File: src/rtl/scan_mux_n_pkg.sv
// Shared types for the scanning N-channel mux.
// Scan FSM states and select-mode encodings.
package mux_pkg;

  typedef enum logic [1:0] {
    IDLE,
    WAIT,
    CAPTURE
  } scan_state_e;

  localparam logic MODE_MANUAL = 1'b0;
  localparam logic MODE_SCAN   = 1'b1;

endpackage

File: src/rtl/scan_mux_n_if.sv
// Data/handshake bundle for scan_mux_n.
// master = source/consumer side, slave = mux side.
interface scan_mux_n_if #(
  parameter int CH = 8,
  parameter int W  = 1
);
  localparam int SEL_W = $clog2(CH);

  logic [CH*W-1:0]  din;
  logic             mode;
  logic [SEL_W-1:0] sel;
  logic             en;
  logic             out_ready;
  logic [W-1:0]     dout;
  logic             out_valid;
  logic [SEL_W-1:0] cur_ch;
  logic             frame_done;

  modport master (
    output din, mode, sel, en, out_ready,
    input  dout, out_valid, cur_ch, frame_done
  );

  modport slave (
    input  din, mode, sel, en, out_ready,
    output dout, out_valid, cur_ch, frame_done
  );

endinterface

File: src/rtl/scan_mux_n_sel.sv
// Combinational CH:1 channel select.
// Indices past the last channel yield zero.
module mux_sel_n #(
  parameter  int CH    = 8,
  parameter  int W     = 1,
  localparam int SEL_W = $clog2(CH)
) (
  input  logic [CH*W-1:0]  din_i,
  input  logic [SEL_W-1:0] idx_i,
  output logic [W-1:0]     q_o
);

  always_comb begin
    q_o = '0;
    for (int k = 0; k < CH; k++) begin
      if (idx_i == SEL_W'(k)) q_o = din_i[k*W +: W];
    end
  end

endmodule

File: src/rtl/scan_mux_n.sv
// Registered N-channel mux, manual or auto-scan select,
// with a valid/ready output stage.
module scan_mux_n
  import mux_pkg::*;
#(
  parameter int CH    = 8,
  parameter int W     = 1,
  parameter int DWELL = 1
) (
  input  logic         clk,
  input  logic         rst_n,
  scan_mux_n_if.slave  bus
);

  localparam int SEL_W = $clog2(CH);
  localparam int DW_W  = $clog2(DWELL + 1);

  localparam logic [SEL_W-1:0] LAST    = SEL_W'(CH - 1);
  localparam logic [DW_W-1:0]  DW_LOAD = DW_W'(DWELL - 1);

  scan_state_e      state_q, state_d;
  logic [SEL_W-1:0] scan_q, scan_d;
  logic [DW_W-1:0]  dwell_q, dwell_d;
  logic [SEL_W-1:0] cur_q, cur_d;
  logic [W-1:0]     dout_q, dout_d;
  logic             valid_q, valid_d;
  logic             frame_q, frame_d;

  logic             cap_ok;
  logic             scan_on;
  logic             take_m;
  logic             take_s;
  logic [SEL_W-1:0] idx;
  logic [W-1:0]     pick;

  assign cap_ok  = bus.en && (!valid_q || bus.out_ready);
  assign scan_on = (bus.mode == MODE_SCAN) && bus.en;
  assign take_m  = (bus.mode == MODE_MANUAL) && cap_ok;
  assign idx     = (bus.mode == MODE_SCAN) ? scan_q : bus.sel;

  mux_sel_n #(
    .CH (CH),
    .W  (W)
  ) u_sel (
    .din_i (bus.din),
    .idx_i (idx),
    .q_o   (pick)
  );

  always_comb begin
    state_d = state_q;
    scan_d  = scan_q;
    dwell_d = dwell_q;
    take_s  = 1'b0;
    unique case (state_q)
      IDLE: begin
        if (scan_on) state_d = CAPTURE;
      end
      CAPTURE: begin
        if (cap_ok) begin
          take_s = 1'b1;
          scan_d = (scan_q == LAST) ? '0 : scan_q + SEL_W'(1);
          if (DWELL > 1) begin
            state_d = WAIT;
            dwell_d = DW_LOAD;
          end
        end
      end
      WAIT: begin
        dwell_d = dwell_q - DW_W'(1);
        if (dwell_q <= DW_W'(1)) state_d = CAPTURE;
      end
      default: state_d = IDLE;
    endcase
    // leaving scan (manual or disabled) restarts the next scan at ch 0
    if (!scan_on) begin
      state_d = IDLE;
      scan_d  = '0;
      dwell_d = '0;
      take_s  = 1'b0;
    end
  end

  always_comb begin
    dout_d  = dout_q;
    cur_d   = cur_q;
    frame_d = frame_q;
    valid_d = valid_q;
    if (valid_q && bus.out_ready) valid_d = 1'b0;
    if (take_m) begin
      dout_d  = pick;
      cur_d   = bus.sel;
      frame_d = 1'b0;
      valid_d = 1'b1;
    end else if (take_s) begin
      dout_d  = pick;
      cur_d   = scan_q;
      frame_d = (scan_q == LAST);
      valid_d = 1'b1;
    end
  end

  always_ff @(posedge clk) begin
    if (!rst_n) begin
      state_q <= IDLE;
      scan_q  <= '0;
      dwell_q <= '0;
      cur_q   <= '0;
      dout_q  <= '0;
      valid_q <= 1'b0;
      frame_q <= 1'b0;
    end else begin
      state_q <= state_d;
      scan_q  <= scan_d;
      dwell_q <= dwell_d;
      cur_q   <= cur_d;
      dout_q  <= dout_d;
      valid_q <= valid_d;
      frame_q <= frame_d;
    end
  end

  assign bus.dout       = dout_q;
  assign bus.out_valid  = valid_q;
  assign bus.cur_ch     = cur_q;
  assign bus.frame_done = frame_q;

endmodule

File: src/flat_wrapper.sv
// flat-port wrapper written by rule: the top's interface ports become plain ports
module scan_mux_n_flat import mux_pkg::*;
#(
  parameter int CH    = 8,
  parameter int W     = 1,
  parameter int DWELL = 1
)
  (clk, rst_n, bus_din, bus_mode, bus_sel, bus_en, bus_out_ready, bus_dout, bus_out_valid, bus_cur_ch, bus_frame_done);
  scan_mux_n_if #(.CH(CH), .W(W)) bus_i ();
  input  logic clk;
  input  logic rst_n;
  input wire logic [$bits(bus_i.din)-1:0] bus_din;
  input wire logic [$bits(bus_i.mode)-1:0] bus_mode;
  input wire logic [$bits(bus_i.sel)-1:0] bus_sel;
  input wire logic [$bits(bus_i.en)-1:0] bus_en;
  input wire logic [$bits(bus_i.out_ready)-1:0] bus_out_ready;
  output wire logic [$bits(bus_i.dout)-1:0] bus_dout;
  output wire logic [$bits(bus_i.out_valid)-1:0] bus_out_valid;
  output wire logic [$bits(bus_i.cur_ch)-1:0] bus_cur_ch;
  output wire logic [$bits(bus_i.frame_done)-1:0] bus_frame_done;
  assign bus_i.din = bus_din;
  assign bus_i.mode = bus_mode;
  assign bus_i.sel = bus_sel;
  assign bus_i.en = bus_en;
  assign bus_i.out_ready = bus_out_ready;
  assign bus_dout = bus_i.dout;
  assign bus_out_valid = bus_i.out_valid;
  assign bus_cur_ch = bus_i.cur_ch;
  assign bus_frame_done = bus_i.frame_done;
  scan_mux_n #(.CH(CH), .W(W), .DWELL(DWELL)) u_core (.clk(clk), .rst_n(rst_n), .bus(bus_i));
endmodule
File: config.mk
export PLATFORM = sky130hd
export DESIGN_NAME = scan_mux_n_flat
export DESIGN_NICKNAME = d
export VERILOG_FILES = /design/src/rtl/scan_mux_n_pkg.sv /design/src/rtl/scan_mux_n_if.sv /design/src/rtl/scan_mux_n_sel.sv /design/src/rtl/scan_mux_n.sv /design/src/flat_wrapper.sv
export SDC_FILE = /design/constraint.sdc
export NUM_CORES = 1
export LEC_CHECK = 0
export CAP_MARGIN = 20
export CORE_MARGIN = 8
export CORE_UTILIZATION = 42
export CTS_CLUSTER_SIZE = 16
export DETAILED_ROUTE_END_ITERATION = 8
export PLACE_DENSITY = 0.83
export SLEW_MARGIN = 10
export SYNTH_ARGS = -nofsm -noshare
export SYNTH_HDL_FRONTEND = slang
export SYNTH_SLANG_ARGS = --single-unit
File: constraint.sdc
create_clock -name clk -period 1.8 [get_ports clk]
set_input_delay 0.27 -clock clk [delete_from_list [all_inputs] [get_ports clk]]
set_output_delay 0.27 -clock clk [all_outputs]
set_load 0.01 [all_outputs]
==> impl_metrics.py, run 1 <==
metrics = {
    "synth": {
        "synth-simple-area-share": 0.242,
        "synth_cell_type_count": 29,
        "postSynthCellCount": 69,
        "synth.yosys.warnings": 0,
        "post_synth.cell_area_avg_um2": 8.70,
        "synth_sequential_area_ratio": 0.333,
        "synth_compound_gate_area_share": 0.238,
        "synth.mux.area_fraction": 0.0854,
        "post_synth_fa_ha_maj_area_fraction": 0.0417,
        "synthXorXnorAreaFrac": 0,
        "synth.ff_latch_count": 10,
        "combinational_family_with_the_most_area_after_synthesis": "simple AND/OR/NAND/NOR gates",
        "syn-num-nets": 87,
        "synthesis.area_um2": 601,
    },
    "run_status": {
        "run_status": "finished, final reports clean",
    },
    "clock_network": {
        "number_of_instances_resized_during_post_cts_repair": 0,
        "cts_buffer_depth": 2,
        "numCtsBuffers": 3,
        "cts_tree": "done",
        "cts_hold_buffers": 0,
        "post-cts-setup-buffer-count": 0,
        "clock_sinks": 10,
        "worst_setup_hold_path_clk_slew_ns": 0.06,
        "worstSkewPairLatency_ns": 0.27,
        "ctsHtreeMaxLevel": 1,
        "clock-root-buffer": "sky130_fd_sc_hd__clkbuf_4",
    },
    "finish": {
        "most_used_cells_in_the_layout_excluding_fill_and_tap_cells": "sky130_fd_sc_hd__clkdlybuf4s50_1 (21), sky130_fd_sc_hd__dfxtp_1 (10), sky130_fd_sc_hd__nand2_1 (8)",
        "antenna-diode-count": 0,
        "multi_input_area_um2": 364,
        "area.sequential_um2": 200,
        "postLayoutCoreUtil": 0.666,
        "fillCellCount": 110,
        "layout_nets": 115,
        "syn_to_final_growth_pct": 46.0,
        "layout_commonest_cell": "sky130_fd_sc_hd__clkdlybuf4s50_1",
        "final_layout_size_suffix_gt1_frac": 0.156,
    },
    "power": {
        "leakage_nw": 0.376,
        "vdd_drop_max_v": 0.000454,
        "switching_share": 0.247,
        "total_power_w": 0.000565,
        "share_clk_of_total_power": 0.369,
        "power.internal_w": 0.000426,
        "power_frac_comb": 0.213,
        "power_frac_seq": 0.419,
        "total_switching_power_w": 0.000139,
        "power_density_mw_per_mm2": 645,
    },
    "routing": {
        "drtAntennaViolNets": 0,
        "via_count": 622,
        "detail_route.drc_violations": 0,
        "vias_per_cell": 5.60,
        "dr.first_iter.drc_count": 30,
        "wire_per_inst_um": 14.3,
        "drt-total-wl_um": 1590,
        "drtPass1Iterations": 4,
    },
    "sta": {
        "hold_ws_ns": 0.475,
        "max_transition_margin": 0.723,
        "finalHoldViolCount": 0,
        "fmax_mhz": 667,
        "total_negative_setup_slack_ns": 0,
        "unrepaired_setup_endpoints_after_global_routing": "false",
        "setup_viol": 0,
        "timing.final.crit_share": 0.833,
        "final_max_slew_viol_count": 0,
        "finalClockSkew_ns": 0.00444,
        "tightest_slew_ns": 0.411,
        "post-route-min-period_ns": 1.50,
    },
    "placement": {
        "dp_hpwl_um": 1200,
        "place.gp.congestion": 0.873,
        "port_buffers": 21,
    },
    "grt": {
        "grt_pass1_vias": 611,
        "grt_util_all_layers": 0.117,
        "initial_antenna_violation_count": 0,
        "grt_first_pass_wirelength_um": 2630,
        "globalRoute.totalOverflow": 0,
        "grt_max_degree": 9,
    },
    "floorplan": {
        "die_h_um": 53.8,
        "die_area_mm2": 0.00290,
        "ioPinCount": 22,
        "placementRows": 13,
        "initial_core_util": 0.456,
        "horizontal_die_dimension_um": 53.8,
        "floorplan.core_area_mm2": 0.00132,
    },
    "setup_path": {
        "worst-setup-path-type": "input pin to flop",
        "endpoint_kind": "flop",
        "critPathMaxFanout": 2,
        "critical_path_arrival_ns": 1.66,
        "start_kind": "input pin",
        "critPathRequiredTime_ns": 1.96,
    },
    "hold_path": {
        "timing.hold.worst.class": "flop to flop",
    },
    "job": {
        "drv_cap": 0,
    },
}
-- registers in the layout (all words and copies together), names as in the netlist --
register and cells:
u_core.state_q 1, u_core.bus.cur_ch 3, u_core.scan_q 3, u_core.bus.dout 1, u_core.bus.out_valid 1, u_core.bus.frame_done 1
-- layer usage --
layer	wire length (um)	vias up	GRT usage
met2	697	33	0.170
met1	737	280	0.150
li1	-	305	-
met3	125	4	0.0468
met4	29	0	0.0504
met5	0	-	0
-- power groups by stage --
stage / sequential, W / combinational (W) / clock [W]
floorplan: 0.000245 / 0.0000508 / 0
global placement: 0.000241 / 0.000118 / 0
detailed placement: 0.000242 / 0.000120 / 0
CTS: 0.000237 / 0.000121 / 0.000206
global route: 0.000238 / 0.000130 / 0.000222
finish: 0.000237 / 0.000120 / 0.000208
-- synth_stat cells --
| master | n | area [um^2] |
|---|---|---|
| sky130_fd_sc_hd__mux2i_1 | 4 | 40.0 |
| sky130_fd_sc_hd__o2111ai_1 | 1 | 8.76 |
| sky130_fd_sc_hd__nor3_1 | 1 | 5.00 |
| sky130_fd_sc_hd__inv_4 | 1 | 6.26 |
| sky130_fd_sc_hd__nand3b_1 | 1 | 7.51 |
| sky130_fd_sc_hd__nand2_2 | 1 | 6.26 |
| sky130_fd_sc_hd__ha_1 | 2 | 25.0 |
| sky130_fd_sc_hd__a21oi_1 | 3 | 15.0 |
| sky130_fd_sc_hd__o22a_2 | 1 | 10.0 |
| sky130_fd_sc_hd__buf_4 | 1 | 7.51 |
| sky130_fd_sc_hd__or3_1 | 3 | 18.8 |
| sky130_fd_sc_hd__inv_1 | 2 | 7.51 |
| sky130_fd_sc_hd__a32oi_1 | 2 | 17.5 |
| sky130_fd_sc_hd__nand3_1 | 4 | 20.0 |
| sky130_fd_sc_hd__o21ai_1 | 2 | 10.0 |
| sky130_fd_sc_hd__and2_2 | 1 | 7.51 |
| sky130_fd_sc_hd__nand2b_1 | 5 | 31.3 |
| sky130_fd_sc_hd__a21boi_0 | 2 | 15.0 |
| sky130_fd_sc_hd__o21ai_0 | 3 | 15.0 |
| sky130_fd_sc_hd__mux2_1 | 1 | 11.3 |
| sky130_fd_sc_hd__nor2_2 | 1 | 6.26 |
| sky130_fd_sc_hd__and2_1 | 1 | 6.26 |
| sky130_fd_sc_hd__buf_6 | 1 | 11.3 |
| sky130_fd_sc_hd__a21boi_2 | 1 | 11.3 |
| sky130_fd_sc_hd__nand2_1 | 8 | 30.0 |
| sky130_fd_sc_hd__inv_2 | 1 | 3.75 |
| sky130_fd_sc_hd__nand4_1 | 1 | 6.26 |
| sky130_fd_sc_hd__dfxtp_1 | 10 | 200 |
| sky130_fd_sc_hd__o211a_1 | 4 | 40.0 |
-- final cells by class --
cell class                      instances  share of cell area
Clock buffer                            4              0.0414
Multi-Input combinational cell         53               0.415
Inverter                                4              0.0200
Timing Repair Buffer                   25               0.274
Tap cell                               15              0.0214
Sequential cell                        10               0.228
-- worst paths after layout --
check	startpoint	endpoint	slack [ns]	cells after the start
setup / recovery	bus_mode	u_core.bus.dout	0.30	6
hold / removal	u_core.bus.dout	u_core.bus.dout	0.47	2
setup reg to reg	u_core.scan_q[1]	u_core.scan_q[0]	0.44	4
hold reg to reg	u_core.bus.dout	u_core.bus.dout	0.47	2
-- per-stage QoR --
step,cell area (um^2),worst slack (ns),std cells
CTS,877,0.274,111
finish,877,0.300,111
detailed placement,841,-0.000308,107
global route,877,0.241,111
global placement,841,0.0484,107
floorplan,601,0.560,69
-- cells by family after synthesis --
| logic type | count (synthesis) |
|---|---|
| AO/OA/AOI/OAI | 19 |
| multiplexers | 5 |
| buffers and inverters | 6 |
| flip-flops | 10 |
| AND/OR/NAND/NOR | 27 |
| adder cells (fa/ha/maj) | 2 |
-- critical path, stage by stage --
cell                              delay, ns
sky130_fd_sc_hd__clkdlybuf4s50_1       0.50
sky130_fd_sc_hd__mux2i_1               0.28
sky130_fd_sc_hd__mux2_1                0.35
sky130_fd_sc_hd__nand2_1               0.07
sky130_fd_sc_hd__o211a_1               0.14
sky130_fd_sc_hd__o21ai_1               0.06
No activity file was read; power rests on OpenSTA's default activity.
==> inputs of run 2 (changes only) <==
- CORE_UTILIZATION: 42 -> 38
- PLACE_DENSITY: 0.83 -> 0.8
- clock period: 1.8 -> 1.23 ns (I/O delays scaled with it)
==> impl_metrics.py, run 2 (synthesis results as in run 1) <==
metrics = {
    "clock_network": {
        "clock-root-buffer": "sky130_fd_sc_hd__clkbuf_4",
        "cts_tree": "done",
        "worstSkewPairLatency_ns": 0.26,
        "ctsHtreeMaxLevel": 1,
        "cts_buffer_depth": 2,
        "clock_sinks": 10,
        "numCtsBuffers": 3,
        "worst_setup_hold_path_clk_slew_ns": 0.07,
    },
    "sta": {
        "setup_viol": 1,
        "max_transition_margin": 0.765,
        "post-route-min-period_ns": 1.25,
        "fin_ws_ns": -0.0157,
        "hold_ws_ns": 0.338,
        "tightest_slew_ns": 0.343,
        "finalClockSkew_ns": 0.00886,
        "timing.final.crit_share": 1.01,
        "unrepaired_setup_endpoints_after_global_routing": "true",
        "final_max_slew_viol_count": 0,
        "fmax_mhz": 803,
        "finalHoldViolCount": 0,
    },
    "hold_path": {
        "timing.hold.worst.class": "input pin to flop",
        "hold_depth": 3,
    },
    "setup_path": {
        "path_cells": "mux2i_4, mux2_1, nand2_1, o211a_1, o21ai_1",
        "critPathRequiredTime_ns": 1.38,
        "critPathMaxFanout": 5,
        "endpoint_kind": "flop",
        "reg2regPathDepth": 5,
        "cpMaxStageDelayCell": "sky130_fd_sc_hd__dfxtp_4",
        "critical_path_arrival_ns": 1.39,
        "start_kind": "flop",
        "worst-setup-path-type": "flop to flop",
        "critical-path-max-stage-delay_ns": 0.37,
    },
    "job": {
        "drv_cap": 0,
    },
    "power": {
        "leakage_nw": 0.495,
        "vdd_drop_max_v": 0.000610,
        "power_density_mw_per_mm2": 817,
        "total_power_w": 0.000843,
    },
    "finish": {
        "layout_commonest_cell": "sky130_fd_sc_hd__buf_4",
        "syn_to_final_growth_pct": 71.9,
        "fillCellCount": 125,
        "layout_nets": 126,
        "postLayoutCoreUtil": 0.693,
        "final_layout_size_suffix_gt1_frac": 0.355,
        "antenna-diode-count": 0,
        "most_used_cells_in_the_layout_excluding_fill_and_tap_cells": "sky130_fd_sc_hd__buf_4 (13), sky130_fd_sc_hd__clkdlybuf4s50_1 (11), sky130_fd_sc_hd__nand2_1 (8), sky130_fd_sc_hd__dlygate4sd2_1 (8), sky130_fd_sc_hd__dfxtp_1 (7)",
    },
    "routing": {
        "detail_route.drc_violations": 0,
        "vias_per_cell": 5.26,
        "via_count": 647,
        "wire_per_inst_um": 13.8,
        "drtAntennaViolNets": 0,
        "drt-total-wl_um": 1700,
        "drtPass1Iterations": 6,
        "dr.first_iter.drc_count": 12,
    },
    "placement": {
        "post-place-ws_ns": -0.461,
        "dp_hpwl_um": 1280,
        "port_buffers": 21,
        "place.gp.congestion": 0.877,
    },
    "floorplan": {
        "die_area_mm2": 0.00311,
        "floorplan.core_area_mm2": 0.00149,
        "ioPinCount": 22,
        "initial_core_util": 0.403,
        "die_h_um": 55.8,
        "horizontal_die_dimension_um": 55.8,
        "placementRows": 14,
    },
    "grt": {
        "globalRoute.totalOverflow": 0,
        "grt_util_all_layers": 0.112,
        "grt_first_pass_wirelength_um": 3020,
        "grt_pass1_vias": 707,
        "initial_antenna_violation_count": 0,
        "grt_max_degree": 8,
    },
    "run_status": {
        "run_status": "finished, violations left",
        "violations": "negative setup slack",
    },
}
## run 2: cell types whose count changed in the layout (fill, tap and decap cells not counted), moves of 2 or more
| cell | change |
|---|---|
| sky130_fd_sc_hd__clkdlybuf4s50_1 | -10 |
| sky130_fd_sc_hd__buf_4 | +9 |
| sky130_fd_sc_hd__dlygate4sd2_1 | +8 |
| sky130_fd_sc_hd__dfxtp_1 | -3 |
| sky130_fd_sc_hd__a32oi_1 | -2 |
| sky130_fd_sc_hd__a32oi_2 | +2 |
| sky130_fd_sc_hd__buf_6 | +2 |
| sky130_fd_sc_hd__dfxtp_2 | +2 |
| sky130_fd_sc_hd__dlymetal6s2s_1 | +2 |
| sky130_fd_sc_hd__nand2b_1 | -2 |
| sky130_fd_sc_hd__nand2b_4 | +2 |
## run 2: path summary, 6_finish.rpt
check | startpoint | end | slack, ns
setup / recovery | u_core.scan_q[1] | u_core.bus.dout | -0.02
hold / removal | bus_out_ready | u_core.bus.out_valid | 0.34
setup reg to reg | u_core.scan_q[1] | u_core.bus.dout | -0.02
hold reg to reg | u_core.bus.dout | u_core.bus.dout | 0.46
## run 2: where the power goes
group | switching [W] | total [W] | internal (W)
clock network | 0.000111 | 0.000291 | 0.000179
logic | 0.0000860 | 0.000210 | 0.000124
registers | 0.00000794 | 0.000343 | 0.000335
total | 0.000205 | 0.000843 | 0.000638
## run 2: per-stage QoR
step,setup TNS [ns],instance area (um^2),cells
after detailed placement,-2.65,918,118
after global routing,-0.139,1030,123
after global placement,-2.41,918,118
final,-0.0157,1030,123
after floorplan,0,602,69
after CTS,-0.0426,986,123
## run 2: final cells by class
cell class	count	area [um^2]	share of cell area
Inverter	4	17.5	0.0170
Timing Repair Buffer	36	325	0.315
Multi-Input combinational cell	53	427	0.413
Clock buffer	4	36.3	0.0352
Tap cell	16	20.0	0.0194
Sequential cell	10	206	0.200
## run 2: worst max-delay path, delay by kind of cell, from the launching register on
kind            cells  cell delay (ns)
simple gates        1             0.07
flops               1             0.37
compound gates      2             0.20
mux                 2             0.50
## run 2: repair_timing
action                                  CTS  global route
setup buffers                             1             0
gates cloned                              0             0
hold buffers                              0             0
endpoints found under the setup margin   12             3
resized for setup                        17            10
pin swaps                                 4             4
## run 2: metal layers
layer	global-route usage	wire length, um
met1	0.131	784
met4	0.0599	10
met2	0.178	796
met3	0.0342	108
met5	0	0
